<file path="src/rtl/rtc_alarm_clock_pkg.sv">
// Shared constants, field widths and alarm state type for the alarm clock.
package clock_pkg;
  localparam int HOURS_MAX = 23;
  localparam int MIN_MAX   = 59;
  localparam int SEC_MAX   = 59;
  localparam int H_W       = 5;
  localparam int MS_W      = 6;

  typedef enum logic {ALM_IDLE, ALM_RING} alm_state_t;

  function automatic logic [MS_W-1:0] wrap_inc(input logic [MS_W-1:0] v,
                                               input logic [MS_W-1:0] max);
    return (v == max) ? '0 : v + 6'd1;
  endfunction
endpackage

</file>
<file path="src/rtl/rtc_alarm_clock_if.sv">
// Control keys and display bundle between board/keys and the clock core.
interface rtc_alarm_clock_if;
  import clock_pkg::*;

  logic       LOAD;
  logic       MODE12;
  logic       ALM_SET;
  logic       ALM_ON;
  logic       key_H;
  logic       key_M;
  logic       key_S;
  logic [3:0] Hh;
  logic [3:0] Hl;
  logic [3:0] Mh;
  logic [3:0] Ml;
  logic [3:0] Sh;
  logic [3:0] Sl;
  logic       PM;
  logic       isFull;
  logic       ALARM;
  logic       TICK;
  alm_state_t alm_state;

  // No handshake: inputs are plain levels, outputs are registered each cycle.
  modport master (
    output LOAD, MODE12, ALM_SET, ALM_ON, key_H, key_M, key_S,
    input  Hh, Hl, Mh, Ml, Sh, Sl, PM, isFull, ALARM, TICK, alm_state
  );
  modport slave (
    input  LOAD, MODE12, ALM_SET, ALM_ON, key_H, key_M, key_S,
    output Hh, Hl, Mh, Ml, Sh, Sl, PM, isFull, ALARM, TICK, alm_state
  );
endinterface

</file>
<file path="src/rtl/rtc_alarm_clock_bcd_split.sv">
// Binary 0..59 to two BCD digits.
module bcd_split
  import clock_pkg::*;
(
  input  logic [MS_W-1:0] bin,
  output logic [3:0]      tens,
  output logic [3:0]      ones
);
  always_comb begin
    tens = 4'(bin / 6'd10);
    ones = 4'(bin % 6'd10);
  end
endmodule

</file>
<file path="src/rtl/rtc_alarm_clock.sv">
// H:M:S clock with 1 Hz prescaler, key set mode, 12/24h display, top-of-hour pulse.
// Optional alarm with bounded ring time is built when ALARM_EN is defined.
module rtc_alarm_clock
  import clock_pkg::*;
#(
  parameter int unsigned DIV       = 50_000_000,
  parameter int unsigned ALARM_LEN = 60
) (
  input  logic               CLK,
  input  logic               RST_N,
  rtc_alarm_clock_if.slave   bus
);
  logic [1:0]      rst_ff;
  logic            rst_n;
  logic [31:0]     cnt;
  logic            tick_c;
  logic [2:0]      keys, key_q, rise;
  logic            alm_set_mode;
  logic [H_W-1:0]  h, h_n, h_inc;
  logic [MS_W-1:0] m, m_n, m_inc, s, s_n, s_inc;
  logic [H_W-1:0]  dh, dh_disp;
  logic [MS_W-1:0] dm, ds;
  logic            pm_c;
  logic [3:0]      hh_c, hl_c, mh_c, ml_c, sh_c, sl_c;

  // Assert asynchronously, release after two clean edges.
  always_ff @(posedge CLK or negedge RST_N) begin
    if (!RST_N) rst_ff <= '0;
    else        rst_ff <= {rst_ff[0], 1'b1};
  end
  assign rst_n = rst_ff[1];

  assign tick_c = !bus.LOAD && (cnt == 32'(DIV - 1));
  assign keys   = {bus.key_H, bus.key_M, bus.key_S};
  assign rise   = keys & ~key_q;

  always_comb begin
    s_inc = wrap_inc(s, MS_W'(SEC_MAX));
    m_inc = wrap_inc(m, MS_W'(MIN_MAX));
    h_inc = H_W'(wrap_inc(MS_W'(h), MS_W'(HOURS_MAX)));
    s_n = s;
    m_n = m;
    h_n = h;
    if (tick_c) begin
      s_n = s_inc;
      if (s == MS_W'(SEC_MAX)) begin
        m_n = m_inc;
        if (m == MS_W'(MIN_MAX)) h_n = h_inc;
      end
    end else if (bus.LOAD && !alm_set_mode) begin
      // Fields adjust independently; no carry in set mode.
      if (rise[2]) h_n = h_inc;
      if (rise[1]) m_n = m_inc;
      if (rise[0]) s_n = '0;
    end
  end

  always_ff @(posedge CLK or negedge rst_n) begin
    if (!rst_n) begin
      cnt   <= '0;
      key_q <= '0;
      h     <= '0;
      m     <= '0;
      s     <= '0;
    end else begin
      if (bus.LOAD || tick_c) cnt <= '0;
      else                    cnt <= cnt + 32'd1;
      key_q <= keys;
      h     <= h_n;
      m     <= m_n;
      s     <= s_n;
    end
  end

`ifdef ALARM_EN
  logic [H_W-1:0]  ah, ah_inc;
  logic [MS_W-1:0] am, am_inc;
  logic [7:0]      ring_cnt;
  alm_state_t      state;

  assign alm_set_mode = bus.LOAD && bus.ALM_SET;
  assign ah_inc       = H_W'(wrap_inc(MS_W'(ah), MS_W'(HOURS_MAX)));
  assign am_inc       = wrap_inc(am, MS_W'(MIN_MAX));

  always_ff @(posedge CLK or negedge rst_n) begin
    if (!rst_n) begin
      ah       <= '0;
      am       <= '0;
      ring_cnt <= '0;
      state    <= ALM_IDLE;
    end else begin
      if (alm_set_mode) begin
        if (rise[2]) ah <= ah_inc;
        if (rise[1]) am <= am_inc;
      end
      case (state)
        ALM_IDLE: begin
          if (tick_c && bus.ALM_ON && (h_n == ah) && (m_n == am) && (s_n == '0)) begin
            state    <= ALM_RING;
            ring_cnt <= '0;
          end
        end
        ALM_RING: begin
          if ((|rise) || !bus.ALM_ON || bus.LOAD) begin
            state <= ALM_IDLE;
          end else if (tick_c) begin
            if (ring_cnt == 8'(ALARM_LEN - 1)) state <= ALM_IDLE;
            else                                ring_cnt <= ring_cnt + 8'd1;
          end
        end
        default: state <= ALM_IDLE;
      endcase
    end
  end

  assign bus.ALARM     = (state == ALM_RING);
  assign bus.alm_state = state;
`else
  logic unused_alm;
  assign unused_alm    = bus.ALM_SET ^ bus.ALM_ON;
  assign alm_set_mode  = 1'b0;
  assign bus.ALARM     = 1'b0;
  assign bus.alm_state = ALM_IDLE;
`endif

  // Display source: alarm view shows AH:AM:00, otherwise the running time.
  always_comb begin
    dh = h;
    dm = m;
    ds = s;
`ifdef ALARM_EN
    if (alm_set_mode) begin
      dh = ah;
      dm = am;
      ds = '0;
    end
`endif
    pm_c = (dh >= H_W'(12));
    if (bus.MODE12) begin
      if (dh == '0)              dh_disp = H_W'(12);
      else if (dh > H_W'(12))    dh_disp = dh - H_W'(12);
      else                       dh_disp = dh;
    end else begin
      dh_disp = dh;
    end
  end

  bcd_split u_bcd_h (.bin({1'b0, dh_disp}), .tens(hh_c), .ones(hl_c));
  bcd_split u_bcd_m (.bin(dm),              .tens(mh_c), .ones(ml_c));
  bcd_split u_bcd_s (.bin(ds),              .tens(sh_c), .ones(sl_c));

  always_ff @(posedge CLK or negedge rst_n) begin
    if (!rst_n) begin
      bus.Hh     <= '0;
      bus.Hl     <= '0;
      bus.Mh     <= '0;
      bus.Ml     <= '0;
      bus.Sh     <= '0;
      bus.Sl     <= '0;
      bus.PM     <= 1'b0;
      bus.isFull <= 1'b0;
      bus.TICK   <= 1'b0;
    end else begin
      bus.Hh     <= hh_c;
      bus.Hl     <= hl_c;
      bus.Mh     <= mh_c;
      bus.Ml     <= ml_c;
      bus.Sh     <= sh_c;
      bus.Sl     <= sl_c;
      bus.PM     <= pm_c;
      bus.isFull <= tick_c && (m_n == '0) && (s_n == '0);
      bus.TICK   <= tick_c;
    end
  end
endmodule

</file>
<file path="src/flat_wrapper.sv">
// flat-port wrapper written by rule: the top's interface ports become plain ports
module rtc_alarm_clock_flat import clock_pkg::*;
#(
  parameter int unsigned DIV       = 50_000_000,
  parameter int unsigned ALARM_LEN = 60
)
  (CLK, RST_N, bus_LOAD, bus_MODE12, bus_ALM_SET, bus_ALM_ON, bus_key_H, bus_key_M, bus_key_S, bus_Hh, bus_Hl, bus_Mh, bus_Ml, bus_Sh, bus_Sl, bus_PM, bus_isFull, bus_ALARM, bus_TICK, bus_alm_state);
  rtc_alarm_clock_if bus_i ();
  input  logic CLK;
  input  logic RST_N;
  input wire logic [$bits(bus_i.LOAD)-1:0] bus_LOAD;
  input wire logic [$bits(bus_i.MODE12)-1:0] bus_MODE12;
  input wire logic [$bits(bus_i.ALM_SET)-1:0] bus_ALM_SET;
  input wire logic [$bits(bus_i.ALM_ON)-1:0] bus_ALM_ON;
  input wire logic [$bits(bus_i.key_H)-1:0] bus_key_H;
  input wire logic [$bits(bus_i.key_M)-1:0] bus_key_M;
  input wire logic [$bits(bus_i.key_S)-1:0] bus_key_S;
  output wire logic [$bits(bus_i.Hh)-1:0] bus_Hh;
  output wire logic [$bits(bus_i.Hl)-1:0] bus_Hl;
  output wire logic [$bits(bus_i.Mh)-1:0] bus_Mh;
  output wire logic [$bits(bus_i.Ml)-1:0] bus_Ml;
  output wire logic [$bits(bus_i.Sh)-1:0] bus_Sh;
  output wire logic [$bits(bus_i.Sl)-1:0] bus_Sl;
  output wire logic [$bits(bus_i.PM)-1:0] bus_PM;
  output wire logic [$bits(bus_i.isFull)-1:0] bus_isFull;
  output wire logic [$bits(bus_i.ALARM)-1:0] bus_ALARM;
  output wire logic [$bits(bus_i.TICK)-1:0] bus_TICK;
  output wire logic [$bits(bus_i.alm_state)-1:0] bus_alm_state;
  assign bus_i.LOAD = bus_LOAD;
  assign bus_i.MODE12 = bus_MODE12;
  assign bus_i.ALM_SET = bus_ALM_SET;
  assign bus_i.ALM_ON = bus_ALM_ON;
  assign bus_i.key_H = bus_key_H;
  assign bus_i.key_M = bus_key_M;
  assign bus_i.key_S = bus_key_S;
  assign bus_Hh = bus_i.Hh;
  assign bus_Hl = bus_i.Hl;
  assign bus_Mh = bus_i.Mh;
  assign bus_Ml = bus_i.Ml;
  assign bus_Sh = bus_i.Sh;
  assign bus_Sl = bus_i.Sl;
  assign bus_PM = bus_i.PM;
  assign bus_isFull = bus_i.isFull;
  assign bus_ALARM = bus_i.ALARM;
  assign bus_TICK = bus_i.TICK;
  assign bus_alm_state = bus_i.alm_state;
  rtc_alarm_clock #(.DIV(DIV), .ALARM_LEN(ALARM_LEN)) u_core (.CLK(CLK), .RST_N(RST_N), .bus(bus_i));
endmodule
</file>
<file path="config.mk">
export PLATFORM = sky130hd
export DESIGN_NAME = rtc_alarm_clock_flat
export DESIGN_NICKNAME = d
export VERILOG_FILES = /design/src/rtl/rtc_alarm_clock_pkg.sv /design/src/rtl/rtc_alarm_clock_if.sv /design/src/rtl/rtc_alarm_clock_bcd_split.sv /design/src/rtl/rtc_alarm_clock.sv /design/src/flat_wrapper.sv
export SDC_FILE = /design/constraint.sdc
export NUM_CORES = 1
export LEC_CHECK = 0
export ABC_AREA = 1
export CORE_UTILIZATION = 45
export CTS_CLUSTER_SIZE = 30
export DETAILED_ROUTE_END_ITERATION = 16
export PLACE_DENSITY = 0.62
export SYNTH_ARGS = -nofsm -noshare
export SYNTH_HDL_FRONTEND = slang
export SYNTH_HIERARCHICAL = 1
export SYNTH_SLANG_ARGS = --single-unit
</file>
<file path="constraint.sdc">
create_clock -name CLK -period 2.3 [get_ports CLK]
set_input_delay 0.345 -clock CLK [delete_from_list [all_inputs] [get_ports CLK]]
set_output_delay 0.345 -clock CLK [all_outputs]
set_load 0.02 [all_outputs]
</file>
== Word level (Yosys, flattened, before mapping) ==
Index checks and enable logic that the tools add are counted.
Word-level totals
  word-level logic and storage cells: 66
  bits in read-only memories: 0
  bits in latches: 0
  memories kept: 0
  output and inout bits: 29
  bits in writable memories: 0
  register bits: 81
Cells by class
  $add $sub $neg: 5
  equal/unequal tests: 6
  bitwise gates (word level): 2
  shifts and indexed selects: 0
  magnitude comparators: 2
  multiplexer cells: 19
  $mul: 0
  reductions and logical operators: 11
  div/mod/pow operators: 6
Operator list (count)
  $mux 6: 9
  $mux 5: 9
  $add 32x1->32 const B: 1
  $eq 32x26->1 const B: 1
  $mux 32: 1
  $add 6x1->6 const B: 2
  $div 6x4->6 const B: 2
  $eq 6x6->1 const B: 2
  $logic_not 6->1: 2
  $mod 6x4->6 const B: 2
  $div 5x4->6 const B: 1
  $mod 5x4->6 const B: 1
  $add 5x1->5 const B: 1
  $eq 5x5->1 const B: 1
  $ge 5x4->1 const B: 1
  $gt 5x4->1 const B: 1
  $logic_not 5->1: 1
  $sub 5x4->5 const B: 1
  $ne 2x2->1 const B: 2
  $reduce_and 4->1: 1
  $reduce_bool 2->1: 2
  $and 3x3->3: 1
  $logic_and 1x1->1: 3
  $not 3->3: 1
  2 further kinds: 2

== Logic depth before layout (Yosys ltp) ==
Gate-level depths: netlist of the first run.
  word-level depth: 8
  depth in mapped cells: 21
  mapped depth without buffers: 21

== Cells and area by module ==
Netlist of the first run, hierarchy kept.
By module, submodules not included
  rtc_alarm_clock: cells an instance 508, times used 1, seq. area each 2026.9 um2, area each 4196.5 um2
  bcd_split: cells an instance 51, times used 3, seq. area each 0.0 um2, area each 279.0 um2

== Worst setup path before layout of the first run ==
Ideal clock, no wire load.
  path type: reg-to-reg
  from: register u_core.h[2] (netlist: u_core/dh[2])
  to: register u_core.bus.Hl[3]
  arrival: 2051 ps
  setup slack: 133 ps
  cell stages (with the launch flop): 16
  period minus slack after synthesis: 2167 ps
  required time: 2184 ps
  path through: dfrtp_1 -> ha_1 -> xnor2_1 -> a32o_1 -> nand3_1 -> nand2_1 -> inv_2 -> nand2_4 -> nand2_1 -> nand2_1 -> inv_1 -> ha_1 -> nand3_1 -> nand2_1 -> nand2_1 -> nand2_1
On the way
  longest elaborated chain between the ends: 5
  elaborated cells on any way between the ends: 7
RTL lines
  start, declared: RTL line rtc_alarm_clock.sv:19  | logic [H_W-1:0] h, h_n, h_inc;
  start signal, assigned: RTL line rtc_alarm_clock.sv:69  | h <= h_n;
  $sub 5x4->5 / $gt 5x4->1 (equally long branches): RTL line rtc_alarm_clock.sv:141  | else if (dh > H_W'(12)) dh_disp = dh - H_W'(12);
  $mux 5: RTL line rtc_alarm_clock.sv:141
  $mux 5 *: RTL line rtc_alarm_clock.sv:140  | if (dh == '0) dh_disp = H_W'(12);
  $mux 5 *: RTL line rtc_alarm_clock.sv:139  | if (bus.MODE12) begin
  net u_core.dh_disp[4]: RTL line rtc_alarm_clock.sv:21  | logic [H_W-1:0] dh, dh_disp;
  $mod 5x4->6 *: RTL line rtc_alarm_clock_bcd_split.sv:11  | ones = 4'(bin % 6'd10);
  net u_core.hl_c[3]: RTL line rtc_alarm_clock.sv:24  | logic [3:0] hh_c, hl_c, mh_c, ml_c, sh_c, sl_c;
  end signal, assigned: RTL line rtc_alarm_clock.sv:165  | bus.Hl <= hl_c;
  end, declared: RTL line rtc_alarm_clock_if.sv:31  | output Hh, Hl, Mh, Ml, Sh, Sl, PM, isFull, ALARM, TICK, alm_state
The timed path passes the listed nets; every way through them passes the cells marked *.
A chain may end at the register's enable or synchronous reset.

== Worst setup path in the final report of the first run ==
  from: register u_core.h[3] (netlist: u_core/dh[3])
  to: register u_core.bus.Hl[3]
On the way
  longest elaborated chain between the ends: 5
  elaborated cells on any way between the ends: 7
RTL lines (RTL line)
  $sub 5x4->5 / $gt 5x4->1 (equally long branches): rtc_alarm_clock.sv:141
  $mux 5: rtc_alarm_clock.sv:141
  $mux 5: rtc_alarm_clock.sv:140
  $mux 5 *: rtc_alarm_clock.sv:139
  net u_core.dh_disp[3]: rtc_alarm_clock.sv:21
  $mod 5x4->6 *: rtc_alarm_clock_bcd_split.sv:11
  net u_core.hl_c[3]: rtc_alarm_clock.sv:24
Marked as above.

==> results of run 1 <==
through the flow:
| step | utilization | setup TNS (ns) |
|---|---|---|
| after floorplan | - | 0 |
| after global placement | 0.517 | -0.159 |
| after detailed placement | 0.517 | -0.443 |
| after CTS | 0.537 | 0 |
| after global routing | 0.544 | -0.0329 |
| final | 0.544 | 0 |
how the worst max path moves through the flow:
stage          slack, ns  depth (start not counted)                         end
2_1_floorplan       0.13                         15  u_core/bus.Hl[3]$_DFF_PN0_
3_3_place_gp       -0.09                         17  u_core/bus.Hl[3]$_DFF_PN0_
3_5_place_dp       -0.20                         19  u_core/bus.Hl[3]$_DFF_PN0_
4_1_cts            0.002                         17  u_core/bus.Hl[3]$_DFF_PN0_
5_1_grt            -0.02                         17  u_core/bus.Hl[3]$_DFF_PN0_
6_report            0.12                         17  u_core/bus.Hl[3]$_DFF_PN0_
routing by layer:
layer / vias up / routed length [um] / GRT usage
met1: 2080 / 4800 / 0.248
met4: 0 / 247 / 0.0881
met5: - / 0 / 0
met3: 21 / 468 / 0.0393
li1: 2223 / - / -
met2: 109 / 5350 / 0.337
power by group:
part	switching, mW	internal (mW)
Clock	0.503	0.590
Combinational	1.54	1.15
Sequential	0.201	1.65
flip-flops by register name, summed over array words and instances (netlist names), 2 cells and up:
name           cells
u_core/bus.Mh      4
u_core/ds          6
u_core/bus.Ml      4
u_core/bus.Hl      4
u_core/cnt        32
u_core/bus.Hh      4
u_core/key_q       3
u_core/bus.Sl      4
u_core/dm          6
u_core/rst_ff      2
u_core/bus.Sh      4
u_core/dh          5
worst reg2reg max path: cells and delay by family, from the launching register on:
family                   cells  cell delay (ns)
flip-flops                   1             0.41
adder cells (fa/ha/maj)      2             0.37
buffers and inverters        3             0.14
AND/OR/NAND/NOR             11             0.87
AO/OA/AOI/OAI                1             0.28
cell families after synthesis:
group,share of synthesized area
adder cells (fa/ha/maj),0.0273
AND/OR/NAND/NOR,0.390
flip-flops,0.403
buffers and inverters,0.0890
XOR/XNOR,0.0244
AO/OA/AOI/OAI,0.0631
other,0.00373
final cells by class:
| cell class | instances | share of cell area |
|---|---|---|
| flip-flops and latches | 81 | 0.343 |
| clock buffers | 14 | 0.0292 |
| multi-input cells | 477 | 0.444 |
| well taps | 140 | 0.0296 |
| clock inverters | 2 | 0.00591 |
| inverters | 94 | 0.0596 |
| repair buffers | 57 | 0.0883 |
repair_timing:
action / 4_1_cts / 5_1_grt
endpoints found under the setup margin: 1 / 3
buffers inserted: 1 / 3
pin swaps: 4 / 9
resized for setup: 2 / 16
cells in the final DEF, fill, tap and decap left out, types with 2 or more instances in the layout:
| cell | count |
|---|---|
| nand2_1 | 149 |
| dfrtp_1 | 78 |
| inv_1 | 70 |
| nor2_1 | 70 |
| nand3_1 | 61 |
| clkdlybuf4s50_1 | 33 |
| inv_2 | 24 |
| buf_4 | 23 |
| nand2_2 | 20 |
| nor3_1 | 18 |
| o21ai_0 | 17 |
| a21oi_1 | 16 |
| nor2_2 | 14 |
| clkbuf_8 | 12 |
| nand4_1 | 12 |
| nand3_2 | 12 |
| nand2_4 | 12 |
| xor2_1 | 11 |
| conb_1 | 10 |
| ha_1 | 8 |
| nor2_4 | 5 |
| nor4_1 | 5 |
| o21ai_1 | 4 |
| nand4_2 | 4 |
| xnor2_1 | 3 |
| o21a_2 | 3 |
| clkbuf_1 | 2 |
| nor3_4 | 2 |
| a211oi_1 | 2 |
| a31o_2 | 2 |
| nor3b_1 | 2 |
| nor3_2 | 2 |
| o21ai_2 | 2 |
| ha_4 | 2 |
| dfrtp_2 | 2 |
==> impl_metrics.toml, run 1 <==
[outcome]
status = "finished, final reports clean"

[clock_network]
postCtsHoldBufs = 0
cts_buffer_depth = 2
clock-root-buffer = "clkbuf_8"
htreeDepth = 3
clkLatencyLatePin_ns = 0.36
cts_buffers = 9
clkSinkCount = 81
path_clk_slew_ns = 0.08
cts_tree = "done"

[drt]
wl_per_cell_um = 12.6
routed_via_density = 5.12
num_vias = 4433
drc = 0
detail-route-antenna-nets = 0
first_pass_iters = 5
drt_iter0_markers = 183
drt_wl_total_um = 10900

[setup_path]
crit_start = "u_core/dh[3]$_DFFE_PN0P_"
crit_required_ns = 2.55
crit_type = "flip-flop to flip-flop"
critPathArrivalTime_ns = 2.43
critical-path-max-stage-delay_ns = 0.41
critPathSlowestCell = "dfrtp_1"
rrSetupSlack_ns = 0.12
critPathMaxFanout = 3
r2r-start = "u_core/dh[3]$_DFFE_PN0P_"
worstReg2RegEnd = "u_core/bus.Hl[3]$_DFF_PN0_"
start_kind = "flip-flop"
path_common_cell = "nand2_1"
worstPathCellList = "ha_2, nand3_2, nand2_2, inv_2, o211ai_1, nand3_1, nand2_1, inv_2, nand2_4, nand2_4, nand2_2, inv_2, ha_4, nand3_1, nand2_1, nand2_1, nand2_1"
end_kind = "flip-flop"
cpLargestDelayFamily = "simple AND/OR/NAND/NOR gates"
path_buf_inv = 3
worstRegToRegCells = 17

[placed_design]
pre_cts_slack_ns = -0.198
gp_congestion = 0.842
io_buffer_count = 33
dp.cells = 845
postPlaceCellArea_um2 = 5630
dp_hpwl_um = 7990

[global_route]
grt_usage = 0.200
antenna_found_initial = 0
grt_pass1_vias = 4090
gr-total-overflow = 0
grt_pass1_wl_um = 18300
grt_max_degree = 37

[floorplanning]
coreArea_um2 = 10900
rows = 38
pin_count = 38
dieHeight_um = 108
dieArea_um2 = 11600
start_util = 0.462
die_x_um = 108

[logic_synthesis]
synth_area_leaders = "dfrtp_1 (40%), nand2_1 (11%), nand3_1 (6.3%)"
synth.most_common_cell = "nand2_1"
synth.avg_cell_area_um2 = 7.62
yosysSeqAreaShare = 0.403
syn_area_um2 = 5030
ys_top_cells_by_count = "nand2_1 (152), dfrtp_1 (81), inv_1 (74)"
synth_largest_area_cell = "dfrtp_1"
netlist_instances = 661
ys_ff_latch = 81
synth_top_area_share = 0.403
synthArstFlopShare = 1.00
synth.distinct_cells = 40
yosysWarningCount = 6
synth-main-ff-cell = "dfrtp_1"
synth_edf_count = 0

[finish]
diodes = 0
areaGrowthSynthToFinish_pct = 17.7
instances_no_fill = 865
final_nets = 740
seqCellArea_um2 = 2030
fin_area_um2 = 5920
fillers = 1003
drive_gt1_frac = 0.207
multi_input_area_um2 = 2630

[power]
power_mw = 5.64
power_per_cell_area_nw_per_um2 = 951
p_leak_nw = 2.77
ir_worst_vdd_v = 0.000673

[sta]
max-slew-margin-rel = 0.645
clock.fmax_ghz = 0.459
skew_ns = 0.00948
tightest_slew_ns = 0.528
setup_ws_ns = 0.123
setup_viol = 0
min_period_ns = 2.18
min_period_over_period = 0.947
timing.hold.ws_ns = 0.145
slew_violations = 0
hold_viol_final = 0

[flow_run]
maxCapViolCount = 0

[hold_path]
min_path_type = "input pin to asynchronous set/reset pin"
Note: power is estimated with default switching activity, not from simulation.
==> inputs of run 2 (changes only) <==
--- a/config.mk
+++ b/config.mk
@@ -7,10 +7,10 @@
 export LEC_CHECK = 0
 export ABC_AREA = 1
 export CORE_UTILIZATION = 45
-export CTS_CLUSTER_SIZE = 30
+export CTS_CLUSTER_SIZE = 25
 export DETAILED_ROUTE_END_ITERATION = 16
-export PLACE_DENSITY = 0.62
+export HOLD_SLACK_MARGIN = 0.15
+export PLACE_DENSITY = 0.63
 export SYNTH_ARGS = -nofsm -noshare
 export SYNTH_HDL_FRONTEND = slang
-export SYNTH_HIERARCHICAL = 1
 export SYNTH_SLANG_ARGS = --single-unit
==> run 2 against run 1 <==
Net effect: critical path depth grew 1; fmax shrank 2.6%; flip-flop and latch count shrank 4; sequential share of layout area shrank 0.64 points; clock power shrank 4%; final cell count shrank 2.7%; power shrank 14%; highest routed layer unchanged; area after synthesis shrank 5.7%.
==> impl_metrics.toml, run 2 <==
[clock_network]
cts_buffers = 9
clkLatencyLatePin_ns = 0.37
path_clk_slew_ns = 0.08
clkSinkCount = 77
htreeDepth = 3
cts_tree = "done"
clock-root-buffer = "clkbuf_8"
cts_buffer_depth = 2

[global_route]
antenna_found_initial = 0
grt_max_degree = 45
grt_pass1_wl_um = 17900
gr-total-overflow = 0
grt_usage = 0.202
grt_pass1_vias = 4065

[finish]
largest_register = "u_core.cnt"
final_nets = 729
areaGrowthSynthToFinish_pct = 20.8
multi_input_area_um2 = 2510
final_cell_mix = "nand2_1 (147), inv_1 (79), dfrtp_1 (75)"
fillers = 953
largest_register_ffs = 32
seqCellArea_um2 = 1930
diodes = 0
drive_gt1_frac = 0.153
mostFrequentLayoutCell = "nand2_1"
instances_no_fill = 842

[drt]
num_vias = 4211
wl_per_cell_um = 12.8
detail-route-antenna-nets = 0
routed_via_density = 5.00
drt_wl_total_um = 10800
drt_iter0_markers = 150
first_pass_iters = 5
drc = 0

[floorplanning]
dieHeight_um = 105
dieArea_um2 = 11000
pin_count = 38
rows = 37
die_x_um = 105
start_util = 0.462
coreArea_um2 = 10300

[logic_synthesis]
yosysWarningCount = 0
syn_area_um2 = 4750
synth-main-ff-cell = "dfrtp_1"
synth_area_leaders = "dfrtp_1 (41%), nand2_1 (12%), inv_1 (6.7%)"
synth.distinct_cells = 44
synth.avg_cell_area_um2 = 7.46
synthArstFlopShare = 1.00
ys_ff_latch = 77
synth_largest_area_cell = "dfrtp_1"
synth_top_area_share = 0.406
ys_top_cells_by_count = "nand2_1 (154), inv_1 (85), dfrtp_1 (77)"
synth_edf_count = 0
synth.most_common_cell = "nand2_1"
yosysSeqAreaShare = 0.406
netlist_instances = 636

[setup_path]
critical-path-max-stage-delay_ns = 0.44
crit_type = "flip-flop to flip-flop"
critPathSlowestCell = "dfrtp_1"
path_buf_inv = 4
cpLargestDelayFamily = "simple AND/OR/NAND/NOR gates"
start_kind = "flip-flop"
end_kind = "flip-flop"
critPathArrivalTime_ns = 2.50
worstPathCellList = "inv_2, ha_4, nand4_1, inv_1, a21oi_2, nand2_1, inv_2, ha_4, nand2_2, nand4_1, nand3_1, nand2_2, buf_6, nand2_4, nand2_4, nand2_4, nand2_2, nand2_1"
critPathMaxFanout = 4
crit_required_ns = 2.56

[placed_design]
dp_hpwl_um = 7620
gp_congestion = 0.876
dp.cells = 812
pre_cts_slack_ns = -0.227
io_buffer_count = 29

[sta]
setup_viol = 0
hold_viol_final = 0
min_period_ns = 2.24
clock.fmax_ghz = 0.447
max-slew-margin-rel = 0.582
slew_violations = 0
min_period_over_period = 0.972
tightest_slew_ns = 0.627
skew_ns = 0.0108
setup_ws_ns = 0.0638
setup_tns_ns = 0

[power]
p_leak_nw = 2.76
ir_worst_vdd_v = 0.000627
power_per_cell_area_nw_per_um2 = 845

[outcome]
status = "finished, final reports clean"

[flow_run]
maxCapViolCount = 0

[hold_path]
min_path_type = "flip-flop to asynchronous set/reset pin"
run 2: changes by cell type after synthesis, moves of 11 or more:
cell	change
nand2_4	-11
inv_2	-16
o21ai_0	+19
inv_1	+11
nand3_1	-11
run 2: kinds of logic (layout without fill, tap and decap cells):
logic type      count (synthesis)  after routing  share of synthesized area
simple gates                  336            336                      0.321
buf+inv                       105            170                     0.0930
flops                          77             77                      0.406
compound gates                 73             73                     0.0836
xor+xnor                       22             22                     0.0406
fa+ha+maj                      19             19                     0.0501
other cells                     2              7                    0.00158
mux                             2              2                    0.00474
run 2: path summary, 6_finish.rpt:
check	from	endpoint	slack, ns	cells after the start
min reg2reg	u_core.rst_ff[1]$_DFF_PN0_	u_core.cnt[22]$_DFF_PN0_	0.34	0
min	u_core.rst_ff[1]$_DFF_PN0_	u_core.cnt[22]$_DFF_PN0_	0.34	0
max in group asynchronous	u_core.rst_ff[1]$_DFF_PN0_	u_core.bus.Mh[0]$_DFF_PN0_	1.39	1
max reg2reg	u_core.dh[3]$_DFFE_PN0P_	u_core.bus.Hl[1]$_DFF_PN0_	0.06	18
min in group CLK	u_core.rst_ff[0]$_DFF_PN0_	u_core.rst_ff[1]$_DFF_PN0_	0.37	0
max	u_core.dh[3]$_DFFE_PN0P_	u_core.bus.Hl[1]$_DFF_PN0_	0.06	18
run 2: cell type report:
class | count | share of cell area
inverter | 91 | 0.0607
multi-input combinational | 459 | 0.438
sequential | 77 | 0.337
clock buffer | 11 | 0.0247
timing repair inverter | 1 | 0.00131
tap | 136 | 0.0297
clock inverter | 5 | 0.0105
timing repair buffer | 62 | 0.0984
run 2: metrics by stage:
stage                     utilization  instance area (um^2)  power, mW  hold WS (ns)
final                           0.558                  5730       4.84         0.345
after global routing            0.558                  5730       5.17         0.384
after CTS                       0.538                  5530       4.49         0.372
after detailed placement        0.515                  5290       3.37         0.341
after global placement          0.515                  5290       3.32         0.339
after floorplan                     -                  4770       2.80        0.0494
run 2: what timing repair did:
| item | CTS | global route |
|---|---|---|
| resized for setup | 4 | 33 |
| setup endpoints to repair | 3 | 29 |
| buffers inserted | 1 | 11 |
| pin swaps | 1 | 15 |
| hold endpoints to repair | 2 | 0 |
| hold buffers | 1 | 0 |
| cloned | 0 | 1 |
run 2: per-layer routing:
metal  global-route usage  up-vias  wire (um)
met1                0.253     1980       4930
met3               0.0306       16        345
met4               0.0946        0        189
met5                    0        -          0
li1                     -     2145          -
met2                0.343       70       5300
run 2: power breakdown:
part | internal [mW] | switching, mW
registers | 1.54 | 0.173
logic | 0.950 | 1.13
clock network | 0.533 | 0.521
==> inputs of run 3 (changes only) <==
--- a/config.mk
+++ b/config.mk
@@ -10,7 +10,7 @@
 export CTS_CLUSTER_SIZE = 25
 export DETAILED_ROUTE_END_ITERATION = 16
 export HOLD_SLACK_MARGIN = 0.15
-export PLACE_DENSITY = 0.63
+export PLACE_DENSITY = 0.6
 export SYNTH_ARGS = -nofsm -noshare
 export SYNTH_HDL_FRONTEND = slang
 export SYNTH_SLANG_ARGS = --single-unit
==> constraint.sdc (replaced) <==
create_clock -name CLK -period 2.8 [get_ports CLK]
set_input_delay 0.42 -clock CLK [delete_from_list [all_inputs] [get_ports CLK]]
set_output_delay 0.42 -clock CLK [all_outputs]
set_load 0.02 [all_outputs]
==> run 3 against run 2 <==
Net effect: via count down 4.5%; die area unchanged; clock power down 25%; flip-flop and latch count unchanged; routed wire length down 8.0%; clock skew up 0.0041 ns; highest routed layer unchanged; core utilization down 3.9 points; largest power group is now sequential cells; sequential power down 18%; hold slack worse by 0.12 ns; non-clock buffer count down 29.
==> impl_metrics.toml, run 3 (same netlist as run 2, synthesis figures left out) <==
[floorplanning]
pin_count = 38
dieHeight_um = 105
coreArea_um2 = 10300
start_util = 0.462
die_x_um = 105
rows = 37
dieArea_um2 = 11000

[outcome]
status = "finished, final reports clean"

[power]
power_per_cell_area_nw_per_um2 = 642
p_leak_nw = 2.59
ir_worst_vdd_v = 0.000426

[setup_path]
crit_cells = 16
crit_required_ns = 3.09
worstPathCellList = "ha_1, nand3_2, nand3_1, a21oi_1, nand2_1, inv_1, ha_1, nand2_1, nand4_1, nand3_1, nand2_2, ha_1, nand3b_1, nand2_1, nand2_1, nand2_1"
critPathMaxFanout = 7
critical-path-max-stage-delay_ns = 0.49
worstReg2RegEnd = "u_core.bus.Hl[3]$_DFF_PN0_"
r2r-start = "u_core.dh[2]$_DFFE_PN0P_"
worstRegToRegCells = 16
rrSetupSlack_ns = 0.26
end_kind = "flip-flop"
cpLargestDelayFamily = "simple AND/OR/NAND/NOR gates"
path_buf_inv = 1
start_kind = "flip-flop"
critPathSlowestCell = "dfrtp_1"
path_common_cell = "nand2_1"
crit_type = "flip-flop to flip-flop"
critPathArrivalTime_ns = 2.83

[global_route]
gr-total-overflow = 0
antenna_found_initial = 0
grt_pass1_vias = 4063
grt_usage = 0.200
grt_max_degree = 76
grt_pass1_wl_um = 17800

[placed_design]
dp_hpwl_um = 7360
io_buffer_count = 29
gp_congestion = 0.894

[sta]
min_period_over_period = 0.906
setup_viol = 0
timing.hold.ws_ns = 0.224
skew_ns = 0.0149
slew_violations = 0
tightest_slew_ns = 0.965
setup_tns_ns = 0
clock.fmax_ghz = 0.394
min_period_ns = 2.54
hold_viol_final = 0
max-slew-margin-rel = 0.357
grt_setup_unrepaired = "false"

[clock_network]
cts_buffers = 9
clkSinkCount = 77
cts_buffer_depth = 2
post-cts-setup-buffers = 0
cts_resized = 0
path_clk_slew_ns = 0.08
cts_tree = "done"
clkLatencyLatePin_ns = 0.35
htreeDepth = 3
postCtsHoldBufs = 0
clock-root-buffer = "clkbuf_8"

[finish]
mostFrequentLayoutCell = "nand2_1"
largest_register_ffs = 32
largest_register = "u_core.cnt"
final_cell_mix = "nand2_1 (154), inv_1 (85), dfrtp_1 (76)"
final_nets = 699
areaGrowthSynthToFinish_pct = 12.4
fillers = 1022
drive_gt1_frac = 0.0828
diodes = 0

[flow_run]
maxCapViolCount = 0

[drt]
drc = 0
wl_per_cell_um = 12.2
routed_via_density = 4.95
drt_wl_total_um = 9900
first_pass_iters = 4
detail-route-antenna-nets = 0
drt_iter0_markers = 145
num_vias = 4023

[hold_path]
min_path_type = "input pin to asynchronous set/reset pin"
-- run 3: cell count changes in the layout (fill, tap and decap cells not counted), sizes merged --
cell         before  now
dlygate4sd3       1    0
buf              32    4
bufinv            1    0
clkinvlp          3    1
inv              88   89
clkbuf           11   12
-- run 3: metal layers --
metal  global-route usage  wire length [um]  vias to the layer above
li1                     -                 -                     2090
met3               0.0281               256                       11
met5                    0                 0                        -
met1                0.254              4700                     1865
met2                0.348              4810                       57
met4               0.0744               130                        0
-- run 3: final cells by class --
class,instances,area (um^2),share of cell area
multi-input cells,459,2400,0.449
clock buffers,12,155,0.0291
clock inverters,4,22.5,0.00422
repair buffers,33,320,0.0600
inverters,91,342,0.0640
flip-flops and latches,77,1930,0.362
well taps,136,170,0.0319
-- run 3: where the power goes --
part           total [mW]  switching (mW)  internal [mW]
Sequential           1.41           0.153           1.26
Combinational        1.22           0.731          0.492
Clock               0.787           0.420          0.367
Total                3.42            1.30           2.12
-- run 3: how the worst max path moves through the flow --
stage	start	end
6_report	u_core.dh[2]$_DFFE_PN0P_	u_core.bus.Hl[3]$_DFF_PN0_
5_1_grt	u_core.dh[2]$_DFFE_PN0P_	u_core.bus.Hl[3]$_DFF_PN0_
4_1_cts	u_core.dh[2]$_DFFE_PN0P_	u_core.bus.Hl[3]$_DFF_PN0_
3_5_place_dp	bus_MODE12	u_core.bus.Hl[3]$_DFF_PN0_
3_3_place_gp	bus_MODE12	u_core.bus.Hl[3]$_DFF_PN0_
2_1_floorplan	u_core.rst_ff[1]$_DFF_PN0_	u_core.bus.Hh[0]$_DFF_PN0_
-- run 3: per-stage QoR --
stage | cells | total power, mW | cell area, um^2 | utilization | setup WS, ns
after global placement | 796 | 2.62 | 5160 | 0.502 | 0.222
after CTS | 812 | 3.46 | 5340 | 0.519 | 0.274
final | 812 | 3.42 | 5340 | 0.519 | 0.263
after detailed placement | 796 | 2.66 | 5160 | 0.502 | 0.122
after global routing | 812 | 3.68 | 5340 | 0.519 | 0.00558
after floorplan | 641 | 2.30 | 4770 | - | 0.497
